**src/rtl/mips_mem_arbiter_pkg.sv**
```systemverilog
// rtl/mips_mem_arbiter_pkg.sv - shared types and constants for the unified-memory arbiter
package mips_mem_pkg;

  localparam int ADDR_W_DEF     = 10;
  localparam int DATA_W_DEF     = 32;
  localparam int STARVE_MAX_DEF = 4;

  // Bit positions inside the {dbg, dm, if} request / grant vectors
  localparam int P_IF  = 0;
  localparam int P_DM  = 1;
  localparam int P_DBG = 2;

  typedef enum logic [1:0] {
    NONE = 2'd0,
    IF   = 2'd1,
    DM   = 2'd2,
    DBG  = 2'd3
  } owner_t;

  typedef enum logic {
    RUN  = 1'b0,
    HALT = 1'b1
  } arb_state_t;

endpackage

```
**src/rtl/mips_mem_arbiter_if.sv**
```systemverilog
// rtl/mips_mem_arbiter_if.sv - requester and memory-port bundle for the arbiter
interface mips_mem_arbiter_if
  import mips_mem_pkg::*;
#(
  parameter int ADDR_W = ADDR_W_DEF,
  parameter int DATA_W = DATA_W_DEF
);

  logic              if_req;
  logic [ADDR_W-1:0] if_addr;
  logic              if_gnt;
  logic              if_rvalid;
  logic [DATA_W-1:0] if_rdata;

  logic              dm_req;
  logic              dm_we;
  logic [ADDR_W-1:0] dm_addr;
  logic [DATA_W-1:0] dm_wdata;
  logic              dm_gnt;
  logic              dm_rvalid;
  logic [DATA_W-1:0] dm_rdata;

  logic              dbg_req;
  logic              dbg_we;
  logic [ADDR_W-1:0] dbg_addr;
  logic [DATA_W-1:0] dbg_wdata;
  logic              dbg_gnt;
  logic              dbg_rvalid;
  logic [DATA_W-1:0] dbg_rdata;

  logic              mem_en;
  logic              mem_we;
  logic [ADDR_W-1:0] mem_addr;
  logic [DATA_W-1:0] mem_wdata;
  logic [DATA_W-1:0] mem_rdata;

  modport slave (
    input  if_req, if_addr,
    input  dm_req, dm_we, dm_addr, dm_wdata,
    input  dbg_req, dbg_we, dbg_addr, dbg_wdata,
    input  mem_rdata,
    output if_gnt, if_rvalid, if_rdata,
    output dm_gnt, dm_rvalid, dm_rdata,
    output dbg_gnt, dbg_rvalid, dbg_rdata,
    output mem_en, mem_we, mem_addr, mem_wdata
  );

  modport master (
    output if_req, if_addr,
    output dm_req, dm_we, dm_addr, dm_wdata,
    output dbg_req, dbg_we, dbg_addr, dbg_wdata,
    output mem_rdata,
    input  if_gnt, if_rvalid, if_rdata,
    input  dm_gnt, dm_rvalid, dm_rdata,
    input  dbg_gnt, dbg_rvalid, dbg_rdata,
    input  mem_en, mem_we, mem_addr, mem_wdata
  );

endinterface

```
**src/rtl/mips_mem_arbiter_prio_pick.sv**
```systemverilog
// rtl/mips_mem_arbiter_prio_pick.sv - one-hot 3-way priority select (dm > if > dbg)
module mips_prio_pick
  import mips_mem_pkg::*;
(
  input  logic [2:0] req,
  input  logic       starve,
  input  logic       halt_mode,
  output logic [2:0] gnt
);

  always_comb begin
    gnt = '0;
    if (halt_mode) begin
      gnt[P_DBG] = req[P_DBG];
    end else if (starve && req[P_IF]) begin
      gnt[P_IF] = 1'b1;
    end else if (req[P_DM]) begin
      gnt[P_DM] = 1'b1;
    end else if (req[P_IF]) begin
      gnt[P_IF] = 1'b1;
    end else if (req[P_DBG]) begin
      gnt[P_DBG] = 1'b1;
    end
  end

endmodule

```
**src/rtl/mips_mem_arbiter.sv**
```systemverilog
// rtl/mips_mem_arbiter.sv - single-port memory arbiter for IF, MEM-stage and debug requesters
module mips_mem_arbiter
  import mips_mem_pkg::*;
#(
  parameter int ADDR_W     = ADDR_W_DEF,
  parameter int DATA_W     = DATA_W_DEF,
  parameter int STARVE_MAX = STARVE_MAX_DEF
) (
  input  logic                clk1,
  input  logic                rst,
  input  logic                cpu_halted,
  output logic                halt_mode,
  mips_mem_arbiter_if.slave   bus
);

  localparam int SW = $clog2(STARVE_MAX + 1);

  arb_state_t        state, state_nx;
  owner_t            rd_owner, rd_owner_nx;
  logic [SW-1:0]     starve_cnt, starve_nx;
  logic              starve;
  logic [2:0]        req, pick, gnt;

  logic              mem_en, mem_we;
  logic [ADDR_W-1:0] mem_addr;
  logic [DATA_W-1:0] mem_wdata;

  logic [DATA_W-1:0] if_rdata_q, dm_rdata_q, dbg_rdata_q;
  logic              if_rvalid, dm_rvalid, dbg_rvalid;

  assign req       = {bus.dbg_req, bus.dm_req, bus.if_req};
  assign starve    = (starve_cnt == SW'(STARVE_MAX));
  assign halt_mode = (state == HALT);

  mips_prio_pick u_pick (
    .req       (req),
    .starve    (starve),
    .halt_mode (halt_mode),
    .gnt       (pick)
  );

  // Grants are combinational, so they must also be killed while reset is held
  assign gnt = rst ? 3'b000 : pick;

  always_comb begin
    mem_en      = 1'b0;
    mem_we      = 1'b0;
    mem_addr    = '0;
    mem_wdata   = '0;
    rd_owner_nx = NONE;
    if (gnt[P_IF]) begin
      mem_en      = 1'b1;
      mem_addr    = bus.if_addr;
      rd_owner_nx = IF;
    end else if (gnt[P_DM]) begin
      mem_en    = 1'b1;
      mem_we    = bus.dm_we;
      mem_addr  = bus.dm_addr;
      mem_wdata = bus.dm_wdata;
      if (!bus.dm_we) rd_owner_nx = DM;
    end else if (gnt[P_DBG]) begin
      mem_en    = 1'b1;
      mem_we    = bus.dbg_we;
      mem_addr  = bus.dbg_addr;
      mem_wdata = bus.dbg_wdata;
      if (!bus.dbg_we) rd_owner_nx = DBG;
    end
  end

  // HALT is only entered once no CPU read granted this cycle is left in flight
  always_comb begin
    state_nx = state;
    case (state)
      RUN:     if (cpu_halted && rd_owner_nx == NONE) state_nx = HALT;
      HALT:    if (!cpu_halted) state_nx = RUN;
      default: state_nx = RUN;
    endcase
  end

  always_comb begin
    starve_nx = starve_cnt;
    if (halt_mode || !bus.if_req || gnt[P_IF]) begin
      starve_nx = '0;
    end else if (!starve) begin
      starve_nx = starve_cnt + 1'b1;
    end
  end

  always_ff @(posedge clk1 or posedge rst) begin
    if (rst) begin
      state <= RUN;
    end else begin
      state <= state_nx;
    end
  end

  always_ff @(posedge clk1 or posedge rst) begin
    if (rst) begin
      starve_cnt  <= '0;
      rd_owner    <= NONE;
      if_rdata_q  <= '0;
      dm_rdata_q  <= '0;
      dbg_rdata_q <= '0;
    end else begin
      starve_cnt <= starve_nx;
      rd_owner   <= rd_owner_nx;
      if (if_rvalid)  if_rdata_q  <= bus.mem_rdata;
      if (dm_rvalid)  dm_rdata_q  <= bus.mem_rdata;
      if (dbg_rvalid) dbg_rdata_q <= bus.mem_rdata;
    end
  end

  assign if_rvalid  = (rd_owner == IF);
  assign dm_rvalid  = (rd_owner == DM);
  assign dbg_rvalid = (rd_owner == DBG);

  assign bus.if_gnt     = gnt[P_IF];
  assign bus.dm_gnt     = gnt[P_DM];
  assign bus.dbg_gnt    = gnt[P_DBG];
  assign bus.if_rvalid  = if_rvalid;
  assign bus.dm_rvalid  = dm_rvalid;
  assign bus.dbg_rvalid = dbg_rvalid;
  // Read data passes straight through on rvalid and otherwise holds the last word
  assign bus.if_rdata   = if_rvalid  ? bus.mem_rdata : if_rdata_q;
  assign bus.dm_rdata   = dm_rvalid  ? bus.mem_rdata : dm_rdata_q;
  assign bus.dbg_rdata  = dbg_rvalid ? bus.mem_rdata : dbg_rdata_q;

  assign bus.mem_en    = mem_en;
  assign bus.mem_we    = mem_we;
  assign bus.mem_addr  = mem_addr;
  assign bus.mem_wdata = mem_wdata;

endmodule

```
**src/flat_wrapper.sv**
```systemverilog
// flat-port wrapper written by rule: the top's interface ports become plain ports
module mips_mem_arbiter_flat import mips_mem_pkg::*;
#(
  parameter int ADDR_W     = ADDR_W_DEF,
  parameter int DATA_W     = DATA_W_DEF,
  parameter int STARVE_MAX = STARVE_MAX_DEF
)
  (clk1, rst, cpu_halted, halt_mode, bus_if_req, bus_if_addr, bus_dm_req, bus_dm_we, bus_dm_addr, bus_dm_wdata, bus_dbg_req, bus_dbg_we, bus_dbg_addr, bus_dbg_wdata, bus_mem_rdata, bus_if_gnt, bus_if_rvalid, bus_if_rdata, bus_dm_gnt, bus_dm_rvalid, bus_dm_rdata, bus_dbg_gnt, bus_dbg_rvalid, bus_dbg_rdata, bus_mem_en, bus_mem_we, bus_mem_addr, bus_mem_wdata);
  mips_mem_arbiter_if #(.ADDR_W(ADDR_W), .DATA_W(DATA_W)) bus_i ();
  input  logic clk1;
  input  logic rst;
  input  logic cpu_halted;
  output logic halt_mode;
  input wire logic [$bits(bus_i.if_req)-1:0] bus_if_req;
  input wire logic [$bits(bus_i.if_addr)-1:0] bus_if_addr;
  input wire logic [$bits(bus_i.dm_req)-1:0] bus_dm_req;
  input wire logic [$bits(bus_i.dm_we)-1:0] bus_dm_we;
  input wire logic [$bits(bus_i.dm_addr)-1:0] bus_dm_addr;
  input wire logic [$bits(bus_i.dm_wdata)-1:0] bus_dm_wdata;
  input wire logic [$bits(bus_i.dbg_req)-1:0] bus_dbg_req;
  input wire logic [$bits(bus_i.dbg_we)-1:0] bus_dbg_we;
  input wire logic [$bits(bus_i.dbg_addr)-1:0] bus_dbg_addr;
  input wire logic [$bits(bus_i.dbg_wdata)-1:0] bus_dbg_wdata;
  input wire logic [$bits(bus_i.mem_rdata)-1:0] bus_mem_rdata;
  output wire logic [$bits(bus_i.if_gnt)-1:0] bus_if_gnt;
  output wire logic [$bits(bus_i.if_rvalid)-1:0] bus_if_rvalid;
  output wire logic [$bits(bus_i.if_rdata)-1:0] bus_if_rdata;
  output wire logic [$bits(bus_i.dm_gnt)-1:0] bus_dm_gnt;
  output wire logic [$bits(bus_i.dm_rvalid)-1:0] bus_dm_rvalid;
  output wire logic [$bits(bus_i.dm_rdata)-1:0] bus_dm_rdata;
  output wire logic [$bits(bus_i.dbg_gnt)-1:0] bus_dbg_gnt;
  output wire logic [$bits(bus_i.dbg_rvalid)-1:0] bus_dbg_rvalid;
  output wire logic [$bits(bus_i.dbg_rdata)-1:0] bus_dbg_rdata;
  output wire logic [$bits(bus_i.mem_en)-1:0] bus_mem_en;
  output wire logic [$bits(bus_i.mem_we)-1:0] bus_mem_we;
  output wire logic [$bits(bus_i.mem_addr)-1:0] bus_mem_addr;
  output wire logic [$bits(bus_i.mem_wdata)-1:0] bus_mem_wdata;
  assign bus_i.if_req = bus_if_req;
  assign bus_i.if_addr = bus_if_addr;
  assign bus_i.dm_req = bus_dm_req;
  assign bus_i.dm_we = bus_dm_we;
  assign bus_i.dm_addr = bus_dm_addr;
  assign bus_i.dm_wdata = bus_dm_wdata;
  assign bus_i.dbg_req = bus_dbg_req;
  assign bus_i.dbg_we = bus_dbg_we;
  assign bus_i.dbg_addr = bus_dbg_addr;
  assign bus_i.dbg_wdata = bus_dbg_wdata;
  assign bus_i.mem_rdata = bus_mem_rdata;
  assign bus_if_gnt = bus_i.if_gnt;
  assign bus_if_rvalid = bus_i.if_rvalid;
  assign bus_if_rdata = bus_i.if_rdata;
  assign bus_dm_gnt = bus_i.dm_gnt;
  assign bus_dm_rvalid = bus_i.dm_rvalid;
  assign bus_dm_rdata = bus_i.dm_rdata;
  assign bus_dbg_gnt = bus_i.dbg_gnt;
  assign bus_dbg_rvalid = bus_i.dbg_rvalid;
  assign bus_dbg_rdata = bus_i.dbg_rdata;
  assign bus_mem_en = bus_i.mem_en;
  assign bus_mem_we = bus_i.mem_we;
  assign bus_mem_addr = bus_i.mem_addr;
  assign bus_mem_wdata = bus_i.mem_wdata;
  mips_mem_arbiter #(.ADDR_W(ADDR_W), .DATA_W(DATA_W), .STARVE_MAX(STARVE_MAX)) u_core (.clk1(clk1), .rst(rst), .cpu_halted(cpu_halted), .halt_mode(halt_mode), .bus(bus_i));
endmodule
```
**config.mk**
```make
export PLATFORM = sky130hd
export DESIGN_NAME = mips_mem_arbiter_flat
export DESIGN_NICKNAME = d
export VERILOG_FILES = /design/src/rtl/mips_mem_arbiter_pkg.sv /design/src/rtl/mips_mem_arbiter_if.sv /design/src/rtl/mips_mem_arbiter_prio_pick.sv /design/src/rtl/mips_mem_arbiter.sv /design/src/flat_wrapper.sv
export SDC_FILE = /design/constraint.sdc
export NUM_CORES = 1
export LEC_CHECK = 0
export CORE_MARGIN = 2
export CORE_UTILIZATION = 38
export DETAILED_ROUTE_END_ITERATION = 12
export GPL_TIMING_DRIVEN = 0
export PLACE_DENSITY = 0.82
export SYNTH_ARGS = -nofsm -noshare
export SYNTH_HDL_FRONTEND = slang
export SYNTH_HIERARCHICAL = 1
export SYNTH_SLANG_ARGS = --single-unit
```
**constraint.sdc**
```tcl
create_clock -name clk1 -period 4.45 [get_ports clk1]
set_clock_uncertainty 0.1 [all_clocks]
set_input_delay 0.445 -clock clk1 [delete_from_list [all_inputs] [get_ports clk1]]
set_output_delay 0.445 -clock clk1 [all_outputs]
set_load 0.005 [all_outputs]
```
## After elaboration in Yosys (flattened, before gate mapping)

Index checks and enable logic that the tools add are counted.

| word-level totals | value |
|---|---|
| bits in registers | 102 |
| logic and storage cells | 55 |

| cells by class | value |
|---|---|
| add/sub/neg operators | 1 |
| eq/ne operators | 5 |
| multiplexer cells | 36 |
| bitwise gates (word level) | 1 |
| reductions and logical operators | 6 |

Operators by type and width:

| operator | count |
|---|---|
| 32-bit 2-to-1 mux | 6 |
| 10-bit 2-to-1 mux | 3 |
| 1-bit 2-to-1 mux | 16 |
| 2-bit 2-to-1 mux | 7 |
| 3-bit 2-to-1 mux | 3 |
| 2-bit == test (second input constant) | 2 |
| 3-bit by 1-bit adder with 3-bit output (second input constant) | 1 |
| 3-bit == test (second input constant) | 1 |
| 2-bit by 1-bit == test with 1-bit output (second input constant) | 1 |
| 1-bit logical AND | 2 |
| 2-bit zero test | 1 |
| 1-bit logical OR | 2 |
| 2-bit by 1-bit inequality test with 1-bit output (second input constant) | 1 |
| 1-bit case mux with 2 select lines | 1 |
| 1-bit zero test | 1 |
| 1-bit inverter | 1 |

## Logic depth before layout (Yosys ltp)

Gate-level depths: netlist of the first run.

| logic depth | value |
|---|---|
| word-level depth | 13 |
| depth in mapped cells | 10 |

## Cells and area by module

Netlist of the first run, hierarchy kept.

Modules (own cells, without submodules):

| module | times used | cells an instance | area each (µm²) |
|---|---|---|---|
| mips_mem_arbiter | 1 | 355 | 4594.4 |
| mips_prio_pick | 1 | 6 | 41.3 |

## Least setup slack after synthesis of the first run

No wires, ideal clock.

| timing path | value |
|---|---|
| kind | register -> output |
| start | register u_core.starve_cnt[0] |
| end | output bus_mem_wdata[22] |
| arrival time | 1.814 ns |
| setup slack | 2.091 ns |
| stages on the path, launching flop included | 11 |
| path through | dfrtp_1 inv_1 ha_1 nand2_1 inv_1 a211oi_2 nor2b_2 buf_6 buf_2 a22oi_1 nor2_1 |

| between the ends | value |
|---|---|
| elaborated cells on any way between the ends | 10 |

RTL lines:

| item | RTL line | source |
|---|---|---|
| start: declaration | mips_mem_arbiter.sv:20 | `logic [SW-1:0] starve_cnt, starve_nx;` |
| start signal: assignment | mips_mem_arbiter.sv:105 | `starve_cnt <= starve_nx;` |
| 3-bit == test | mips_mem_arbiter.sv:32 | `assign starve = (starve_cnt == SW'(STARVE_MAX));` |
| via u_core.starve | mips_mem_arbiter.sv:21 | `logic starve;` |
| 1-bit logical AND | mips_mem_arbiter_prio_pick.sv:15 | `end else if (starve && req[P_IF]) begin` |
| 2-bit 2-to-1 mux | mips_mem_arbiter_prio_pick.sv:15 |  |
| 2-bit 2-to-1 mux | mips_mem_arbiter_prio_pick.sv:13 | `if (halt_mode) begin` |
| via u_core.pick[1] | mips_mem_arbiter.sv:22 | `logic [2:0] req, pick, gnt;` |
| 3-bit 2-to-1 mux | mips_mem_arbiter.sv:43 | `assign gnt = rst ? 3'b000 : pick;` |
| via bus_dm_gnt | flat_wrapper.sv:28 | `output wire logic [$bits(bus_i.dm_gnt)-1:0] bus_dm_gnt;` |
| 32-bit 2-to-1 mux | mips_mem_arbiter.sv:55 | `end else if (gnt[P_DM]) begin` |
| 32-bit 2-to-1 mux | mips_mem_arbiter.sv:51 | `if (gnt[P_IF]) begin` |
| end: declaration | flat_wrapper.sv:37 | `output wire logic [$bits(bus_i.mem_wdata)-1:0] bus_mem_wdata;` |

The timed path passes the listed nets, and every way through them passes these cells.

## Final worst setup path of the first run

| timing path | value |
|---|---|
| start | register u_core.starve_cnt[0] |
| end | output bus_mem_wdata[24] |

| between the ends | value |
|---|---|
| elaborated cells on any way between the ends | 10 |

RTL lines:

| item | RTL line |
|---|---|
| 3-bit == test | mips_mem_arbiter.sv:32 |
| via u_core.starve | mips_mem_arbiter.sv:21 |
| 1-bit logical AND | mips_mem_arbiter_prio_pick.sv:15 |
| 2-bit 2-to-1 mux | mips_mem_arbiter_prio_pick.sv:15 |
| 2-bit 2-to-1 mux | mips_mem_arbiter_prio_pick.sv:13 |
| via u_core.pick[1] | mips_mem_arbiter.sv:22 |
| 3-bit 2-to-1 mux | mips_mem_arbiter.sv:43 |
| 32-bit 2-to-1 mux | mips_mem_arbiter.sv:55 |
| 32-bit 2-to-1 mux | mips_mem_arbiter.sv:51 |

The timed path passes the listed nets, and every way through them passes these cells.

==> metrics.txt, run 1 <==
status=finished, final reports clean; HP Start=u_core/dbg_rdata_q[21]; largest area contributor in the netlist=dfrtp_1; Fin. Hold Viols=0; Worst-Skew Late Latency=340 ps; Area growth syn-to-layout=71.8%; vias in the first global route=between 4,000 and 5,000; Post-synth ARST share=100%; Post-CTS Setup Repair Bufs=0; wire length per cell=roughly 20 um; worst-path maximum fanout=10; Starting Density=about 39%; distinct cell type count after synthesis=32; Worst Hold Class=register to register; H-tree depth=3; fin nets=around 790; R2R cell count=9; routed wire length=around 16,000 um; Pleak=about 3.3 nW; vias per cell=5.02; Seq/Total Area, Yosys=a little under three fifths; Detailed Place HPWL=approximately 13,000 um; metal3 WL=about 1400 um; register area=0.00255 mm2; Slew Viols, Final=0; global-route total usage across every layer=24.9%; DRT Pass-1 Iters=5; initial antenna violation count=1; fin util=approximately two thirds; Worst VDD drop=approximately 0.25 mV; Worst Path Required=~3900 ps; Worst Tran Pin Value=slightly below 600 ps; Startpoint Class=register; arrival time worst endpoint=3030 ps; PostCTS Resize Cnt=0; WHS Path Cells=1; share of the synthesized area in the top cell type=about 55%; DR WL met2=8660 um; Top FF cell, synth=dfrtp_1; Placer Congestion=~0.94; total gr overflow=0; vias post-DR=4,049; row count=40; most common cell in the netlist=dfrtp_1; ANT nets after route=0; max-cap viol count=0; warnings from Yosys=6; Die Ht=~110 um; reg2reg setup slack=~2400 ps; CP endpoint kind=output port; Routed met1 length=between 5000 and 6000 um; port bufs=between 200 and 300; EDFF count, synth=0; worst slack at placement=between 1000 and 1500 ps; DRC Markers=0; dominant cells by area after synthesis=dfrtp_1 55%, mux2_2 23%, a22oi_1 5.3%, nor2_1 4.7%, a221oi_2 1.9%; Die W=114 um; Hold Buf Count CTS=0; Reg clk slew, reported paths=approximately 70 ps; Synth Cell Area=0.00464 mm2; CTS sink count=between 100 and 150; Tot Pwr=0.00326 W; clk root buf=clkbuf_16; Slew HR=60.7%; first-pass GRT wire length=about 24,000 um; Fmax=0.279 GHz; worst setup margin=just under 900 ps; hold endpoint=u_core/dbg_rdata_q[21]; worst-case clock buffer depth=2; Post-Syn Nets=between 400 and 500; uppermost layer routed=met4; minimum clock period=between 3000 and 4000 ps; CTS Buf Count=9; CTS tree=yes; Syn Inst Count=~360; initial DRC count=roughly 190; r2r endpoint=u_core/rd_owner[0]; largest net degree at the start of global routing=57; share of cells above drive strength 1=approximately 22%; final setup fails=0; critical path class=register to output port; Synth Register Bits=between 100 and 150; die area=about 0.013 mm2; Avg Cell Area, Syn=12.8 um2; Ports=between 200 and 300; fin crit share=between 80% and 90%; multi-input logic area=between 0.0015 and 0.002 mm2; r2r startpoint=u_core/starve_cnt[0]; core area=roughly 0.012 mm2; fill count=about 900; RSZ-0062 raised after global routing=false; power density cells=roughly 410 mW/mm2; top post-synthesis cells by count=102 x dfrtp_1, 96 x mux2_2, 58 x nor2_1, 33 x a22oi_1, 14 x buf_2
-- cells in the final DEF (no fill, tap or decap), types with 2 or more instances in the layout --
cell and instances:
clkdlybuf4s50_1 280, dfrtp_1 102, mux2_2 96, nor2_1 58, a22oi_1 33, buf_2 14, clkbuf_16 9, inv_1 8
buf_6 7, a221oi_2 6, clkbuf_1 4, nand2_1 4, a221oi_1 4, diode_2 2, inv_6 2, nor2b_1 2
a21oi_1 2, nor3_1 2, ha_1 2
-- layer usage --
| layer | vias to the layer above | GRT usage, % |
|---|---|---|
| li1 | 1869 | - |
| met1 | 1959 | 25.5 |
| met2 | 187 | 45.2 |
| met3 | 34 | 8.89 |
| met4 | 0 | 11.4 |
| met5 | - | 0 |
-- metrics by stage --
stage	cells	TNS (ps)	hold slack (ps)	area, um2
3_3_place_gp	788	-29450	378	7620
2_1_floorplan	361	0	385	4640
5_1_grt	805	0	410	7960
4_1_cts	805	0	396	7960
3_5_place_dp	789	0	381	7650
6_report	807	0	391	7960
-- critical path, stage by stage, from the launching register on --
cell and delay, ps:
dfrtp_1 390, inv_1 60, ha_1 230, nand2_1 130, inv_1 80, a211oi_2 350, nor2b_2 230, buf_6 140
buf_2 200, a22oi_1 110, nor2_1 210, clkdlybuf4s50_1 550
-- registers in the layout (all words and copies together), names as in the netlist --
name and count:
u_core/halt_mode 1, u_core/starve_cnt 3, u_core/dbg_rdata_q 32, u_core/if_rdata_q 32, u_core/dm_rdata_q 32, u_core/rd_owner 2
-- report_power, final --
part / total [W] / internal [W] / switching [W]
clock: 0.000807 / 0.000459 / 0.000348
sequential: 0.00124 / 0.00118 / 0.0000657
combinational: 0.00121 / 0.000795 / 0.000418
total: 0.00326 / 0.00243 / 0.000832
-- how the worst max path moves through the flow --
stage	start	end	slack, ps	cells past startpoint
floorplan	rst	u_core/dbg_rdata_q[0]	1230	1
global placement	rst	u_core/dbg_rdata_q[13]	-290	2
detailed placement	bus_dm_req	bus_mem_wdata[24]	1100	9
CTS	u_core/starve_cnt[0]	bus_mem_wdata[24]	840	11
global route	u_core/starve_cnt[0]	bus_mem_wdata[24]	690	11
finish	u_core/starve_cnt[0]	bus_mem_wdata[24]	870	11
-- area by class of cell --
class / count / area share [%]
repair buffers: 281 / 35.5
flip-flops and latches: 102 / 32.1
multi-input cells: 224 / 23.6
clock buffers: 11 / 3.05
well taps: 147 / 2.31
plain buffers: 25 / 2.11
clock inverters: 5 / 0.801
inverters: 10 / 0.503
diodes: 2 / 0.0628
-- kinds of logic after synthesis --
| group | count (synthesis) | synth area share [%] |
|---|---|---|
| xor gates and xnor gates | 1 | 0.189 |
| AOI/OAI and AO/OA | 51 | 9.37 |
| buffers and inverters | 35 | 4.43 |
| DFF | 102 | 55.1 |
| and+or+nand+nor | 74 | 7.10 |
| muxes | 96 | 23.3 |
| adders and majority gates | 2 | 0.540 |
Power figures use the tool's default switching activity.
==> inputs of run 2 (changes only) <==
- clock period: 4.45 -> 3.3 ns (I/O delays scaled with it)
==> run 2 against run 1 <==
Against the previous run: hold slack about the same; global-route usage rose by 0.068 points; first-iteration DRC count grew 14%; non-clock buffer count up 7; final area is 2.0% higher; sequential share of layout area down 0.64 points; die area unchanged; flip-flop and latch count did not move; via count is 0.89% higher; clock-buffer cell count did not move; wire length grew 1.3%; power is 36% higher.
==> metrics.txt, run 2 (synthesis gave the netlist of run 1 again) <==
status=finished, final reports clean; worst-path maximum fanout=10 (unchanged); Reg clk slew, reported paths=70 ps (about the same); vias in the first global route=4,394 (-0.43%); Fmax=around 0.32 GHz; CTS sink count=102 (unchanged); clk root buf=clkbuf_16; Hold Buf Count CTS=0 (unchanged); Detailed Place HPWL=13,300 um (unchanged); commonest non-fill, non-tap cells in the layout=280 x clkdlybuf4s50_1, 102 x dfrtp_1, 96 x mux2_2; share of cells above drive strength 1=23.6% (+1.4 points); Fin. Hold Viols=0 (unchanged); CP Buf/Inv Count=6 (+1); final setup fails=0 (unchanged); die area=0.0131 mm2 (unchanged); DRT Pass-1 Iters=5 (unchanged); Startpoint Class=register; row count=40 (unchanged); Largest regs=u_core/dbg_rdata_q: 32 flops, u_core/dm_rdata_q: 32 flops, u_core/if_rdata_q: 32 flops; DRC Markers=0 (unchanged); Design Area, Final=0.00813 mm2 (+2.0%); ANT nets after route=0 (unchanged); Worst Path Required=2870 ps (-1030 ps); initial DRC count=214 (+14%); global-route total usage across every layer=25.0% (+0.068 points); Starting Density=38.8% (unchanged); Worst VDD drop=0.332 mV (+35%); port bufs=280 (unchanged); vias post-DR=4,085 (+0.89%); Top delay family on crit path=buffers and inverters; crit-path cells=inv_1 > ha_1 > nand2_2 > inv_2 > a211oi_4 > buf_4 > nor3b_4 > buf_12 > buf_6 > a22oi_1 > nor2_1 > clkdlybuf4s50_1; most common cell after layout, fill and taps aside=clkdlybuf4s50_1; fin crit share=around 96%; vias per cell=5.02 (about the same); CP max stage delay=550 ps (about the same); CTS Buf Count=9 (unchanged); Slew Viols, Final=0 (unchanged); hold slack=391 ps (-0.0190 ps); Worst Tran Pin Value=595 ps (+4.61 ps); Slew HR=60.4% (-0.31 points); fin nets=796 (+0.89%); largest net degree at the start of global routing=57 (unchanged); Ports=281 (unchanged); routed wire length=16,500 um (+1.3%); H-tree depth=3 (unchanged); Worst-Skew Late Latency=340 ps (about the same); CTS tree=yes; minimum clock period=roughly 3200 ps; placed cell area=0.00765 mm2 (unchanged); CP endpoint kind=output port; Pleak=3.35 nW (+1.5%); core area=0.0120 mm2 (unchanged); wire length per cell=20.3 um (+0.43%); Placer Congestion=0.940 (unchanged); total gr overflow=0 (unchanged); critical path class=register to output port; Area growth syn-to-layout=75.3%; fill count=901 (-1.6%); arrival time worst endpoint=2740 ps (-290 ps); Die W=114 um (unchanged); Layout Cells excl Fill=814 (+0.87%); DP Cell Count=789 (unchanged); power density cells=545 mW/mm2 (+33%); Setup TNS Final=0 ps (unchanged); Slowest cell on crit path=clkdlybuf4s50_1; Tot Pwr=0.00442 W (+36%); first-pass GRT wire length=24,300 um (+0.28%); max-cap viol count=0 (unchanged); initial antenna violation count=1 (unchanged); worst-case clock buffer depth=2 (unchanged); Die Ht=114 um (unchanged); reg2reg setup slack=1320 ps (-1110 ps); Worst Hold Class=register to register
## run 2: cell count changes in the layout (fill, tap and decap cells not counted), moves of 2 or more
cell | previous run | this run
buf_4 | 1 | 8
a221oi_4 | 0 | 6
a221oi_2 | 6 | 1
buf_2 | 14 | 12
## run 2: report_power, final
part           internal, W  leakage (nW)  total (W)  switching, W
Sequential         0.00159          1.20    0.00168     0.0000896
Clock             0.000619         0.152    0.00109      0.000469
Combinational      0.00109          2.00    0.00166      0.000576
Total              0.00329          3.35    0.00442       0.00113
## run 2: layout make-up
cell class	count	area (um2)	area share, %
antenna	2	5.00	0.0616
buffer	25	173	2.13
clock buffer	11	243	2.99
clock inverter	5	63.8	0.785
inverter	10	40.0	0.493
multi-input combinational	224	1970	24.2
sequential	102	2550	31.4
tap	147	184	2.26
timing repair buffer	288	2900	35.6
## run 2: final timing paths
| kind | cells after the start | from | end |
|---|---|---|---|
| worst min-delay path | 1 | u_core/dbg_rdata_q[21] | u_core/dbg_rdata_q[21] |
| max in group asynchronous | 3 | rst | u_core/if_rdata_q[20] |
| worst max register to register | 11 | u_core/starve_cnt[1] | u_core/rd_owner[0] |
| min in group asynchronous | 2 | rst | u_core/if_rdata_q[0] |
| worst min register to register | 1 | u_core/dbg_rdata_q[21] | u_core/dbg_rdata_q[21] |
| worst max-delay path | 12 | u_core/starve_cnt[1] | bus_mem_wdata[30] |
## run 2: timing repair
item                       4_1_cts  5_1_grt
gates resized for setup          3       12
buffers inserted                 2        5
pin swaps                        2        5
setup endpoints to repair       32       44
hold endpoints to repair         0        0
## run 2: per-stage QoR
stage | worst slack, ps | util, %
3_5_place_dp | 181 | 64.0
3_3_place_gp | -1330 | 63.7
4_1_cts | -9.91 | 66.7
5_1_grt | -15.6 | 67.9
2_1_floorplan | 195 | -
6_report | 132 | 67.9
## run 2: metal layers
layer,wire length [um],GRT usage (%)
met3,1470,8.58
met2,8660,45.4
met5,0,0
met4,699,11.1
met1,5670,25.9
==> inputs of run 3 (changes only) <==
- CORE_MARGIN: 2 -> 4
- GPL_ROUTABILITY_DRIVEN: not set -> 0
==> run 3 against run 2 <==
Against the previous run: non-clock buffer count fell by 1; global-route usage fell by 1.3 points; clock power fell by 10%; first-iteration DRC count fell by 30%; flip-flop and latch count did not move; core utilization fell by 0.33 points; sequential power barely moved; critical path depth fell by 1; critical endpoint is now bus_mem_addr[2]; largest power group unchanged.
==> metrics.txt, run 3 (synthesis gave the netlist of run 1 again) <==
status=finished, final reports clean; minimum clock period=3170 ps (-2.70 ps); Detailed Place HPWL=13,500 um (+1.6%); worst setup margin=135 ps (+2.70 ps); Pleak=3.40 nW (+1.3%); die area=0.0140 mm2 (+7.1%); port bufs=280 (unchanged); Startpoint Class=register; fin crit share=95.9% (about the same); Fmax=0.316 GHz (about the same); ANT nets after route=0 (unchanged); initial antenna violation count=0 (-1); power density cells=533 mW/mm2 (-2.1%); CTS tree=yes; HP Start=u_core/if_rdata_q[6]; first-pass GRT wire length=25,600 um (+5.4%); Area growth syn-to-layout=74.4%; Worst Path Required=2870 ps (about the same); CTS sink count=102 (unchanged); Fin. Hold Viols=0 (unchanged); RSZ-0062 raised after global routing=false; Worst Hold Class=register to register; worst slack at placement=194 ps (+13.3 ps); Slowest cell on crit path=clkdlybuf4s50_1; Reg clk slew, reported paths=70 ps (about the same); critical path class=register to output port; CTS Buf Count=9 (unchanged); largest net degree at the start of global routing=63 (+11%); worst-path maximum fanout=8 (-2); row count=40 (unchanged); placed cell area=0.00765 mm2 (unchanged); vias per cell=5.03 (+0.32%); CP endpoint kind=output port; share of cells above drive strength 1=23.0% (-0.57 points); arrival time worst endpoint=2740 ps (about the same); Worst VDD drop=0.304 mV (-8.3%); global-route total usage across every layer=23.7% (-1.3 points); initial DRC count=150 (-30%); CP max stage delay=460 ps (-90 ps); routed wire length=16,700 um (+1.2%); Largest regs=u_core/dbg_rdata_q: 32 flops, u_core/dm_rdata_q: 32 flops, u_core/if_rdata_q: 32 flops; r2r endpoint=u_core/halt_mode; Slew Viols, Final=0 (unchanged); core area=0.0120 mm2 (unchanged); Worst Tran Pin Value=520 ps (-74.5 ps); Slew HR=65.3% (+5.0 points); clk root buf=clkbuf_16; most common cell after layout, fill and taps aside=clkdlybuf4s50_1; reg2reg setup slack=1300 ps (-20 ps); Die W=118 um (+3.5%); Design Area, Final=0.00809 mm2 (-0.49%); vias post-DR=4,083 (-0.049%); DRT Pass-1 Iters=4 (-1); Worst-Skew Late Latency=340 ps (about the same); Starting Density=38.8% (unchanged); n_diodes=0 (-2); max-cap viol count=0 (unchanged); r2r startpoint=u_core/starve_cnt[0]; crit-path cells=inv_1 > ha_1 > nand2_2 > inv_2 > a211oi_4 > buf_6 > nor3b_4 > buf_12 > a221oi_1 > nor2_1 > clkdlybuf4s50_1; WHS Path Cells=1 (unchanged); hold endpoint=u_core/if_rdata_q[6]; H-tree depth=3 (unchanged); fin nets=795 (-0.13%); DRC Markers=0 (unchanged); Hold Buf Count CTS=0 (unchanged); total gr overflow=0 (unchanged); commonest non-fill, non-tap cells in the layout=272 x clkdlybuf4s50_1, 102 x dfrtp_1, 96 x mux2_2; hold slack=394 ps (+2.87 ps); Ports=281 (unchanged); R2R cell count=10 (-1); final setup fails=0 (unchanged); Die Ht=118 um (+3.5%); wire length per cell=20.6 um (+1.6%); vias in the first global route=4,568 (+4.0%); worst-case clock buffer depth=2 (unchanged)
-- run 3: report_power, final --
part / internal, W / switching, W / leakage [nW]
clock network: 0.000535 / 0.000440 / 0.133
logic: 0.00108 / 0.000582 / 2.06
registers: 0.00159 / 0.0000854 / 1.20
total: 0.00320 / 0.00111 / 3.40
-- run 3: repair_timing --
| action | CTS | global route |
|---|---|---|
| pin swaps | 2 | 5 |
| resized for setup | 7 | 17 |
| setup endpoints to repair | 32 | 38 |
| buffers inserted | 1 | 5 |
-- run 3: per-layer routing --
| layer | track usage [%] | part of all wire [%] | wire [um] |
|---|---|---|---|
| met1 | 24.4 | 36 | 5990 |
| met2 | 43.1 | 52 | 8650 |
| met3 | 7.22 | 6.8 | 1130 |
| met4 | 12.2 | 5.6 | 930 |
| met5 | 0 | 0 | 0 |
-- run 3: worst max-delay path by stage --
stage | startpoint | end | slack [ps] | cells after the start
after floorplan | rst | u_core/dbg_rdata_q[0] | 190 | 1
after CTS | u_core/starve_cnt[0] | bus_mem_wdata[30] | 0.7 | 11
after global placement | rst | u_core/dbg_rdata_q[29] | -1360 | 2
after detailed placement | bus_dm_req | bus_mem_wdata[27] | 190 | 9
final | u_core/starve_cnt[0] | bus_mem_addr[2] | 130 | 11
after global routing | u_core/starve_cnt[1] | bus_mem_wdata[30] | 4 | 11
-- run 3: metrics by stage --
step	TNS (ps)	utilization, %	std cells	power (W)
after global placement	-138070	63.7	788	0.00329
after global routing	0	67.6	811	0.00454
final	0	67.6	811	0.00431
after floorplan	0	-	361	0.00224
after CTS	0	66.4	806	0.00435
after detailed placement	0	64.0	789	0.00335
-- run 3: critical path, delay by kind of cell (launching register included) --
kind	cells	cell delay, ps
compound gates	2	690
fa+ha+maj	1	230
buf+inv	5	870
flops	1	380
simple gates	3	220
-- run 3: cell type report --
type | count | area [um2]
Timing Repair Buffer | 287 | 2890
Clock buffer | 12 | 246
Fill cell | 893 | 3880
Inverter | 10 | 40.0
Sequential cell | 102 | 2550
Buffer | 25 | 179
Tap cell | 147 | 184
Clock inverter | 4 | 30.0
Multi-Input combinational cell | 224 | 1960
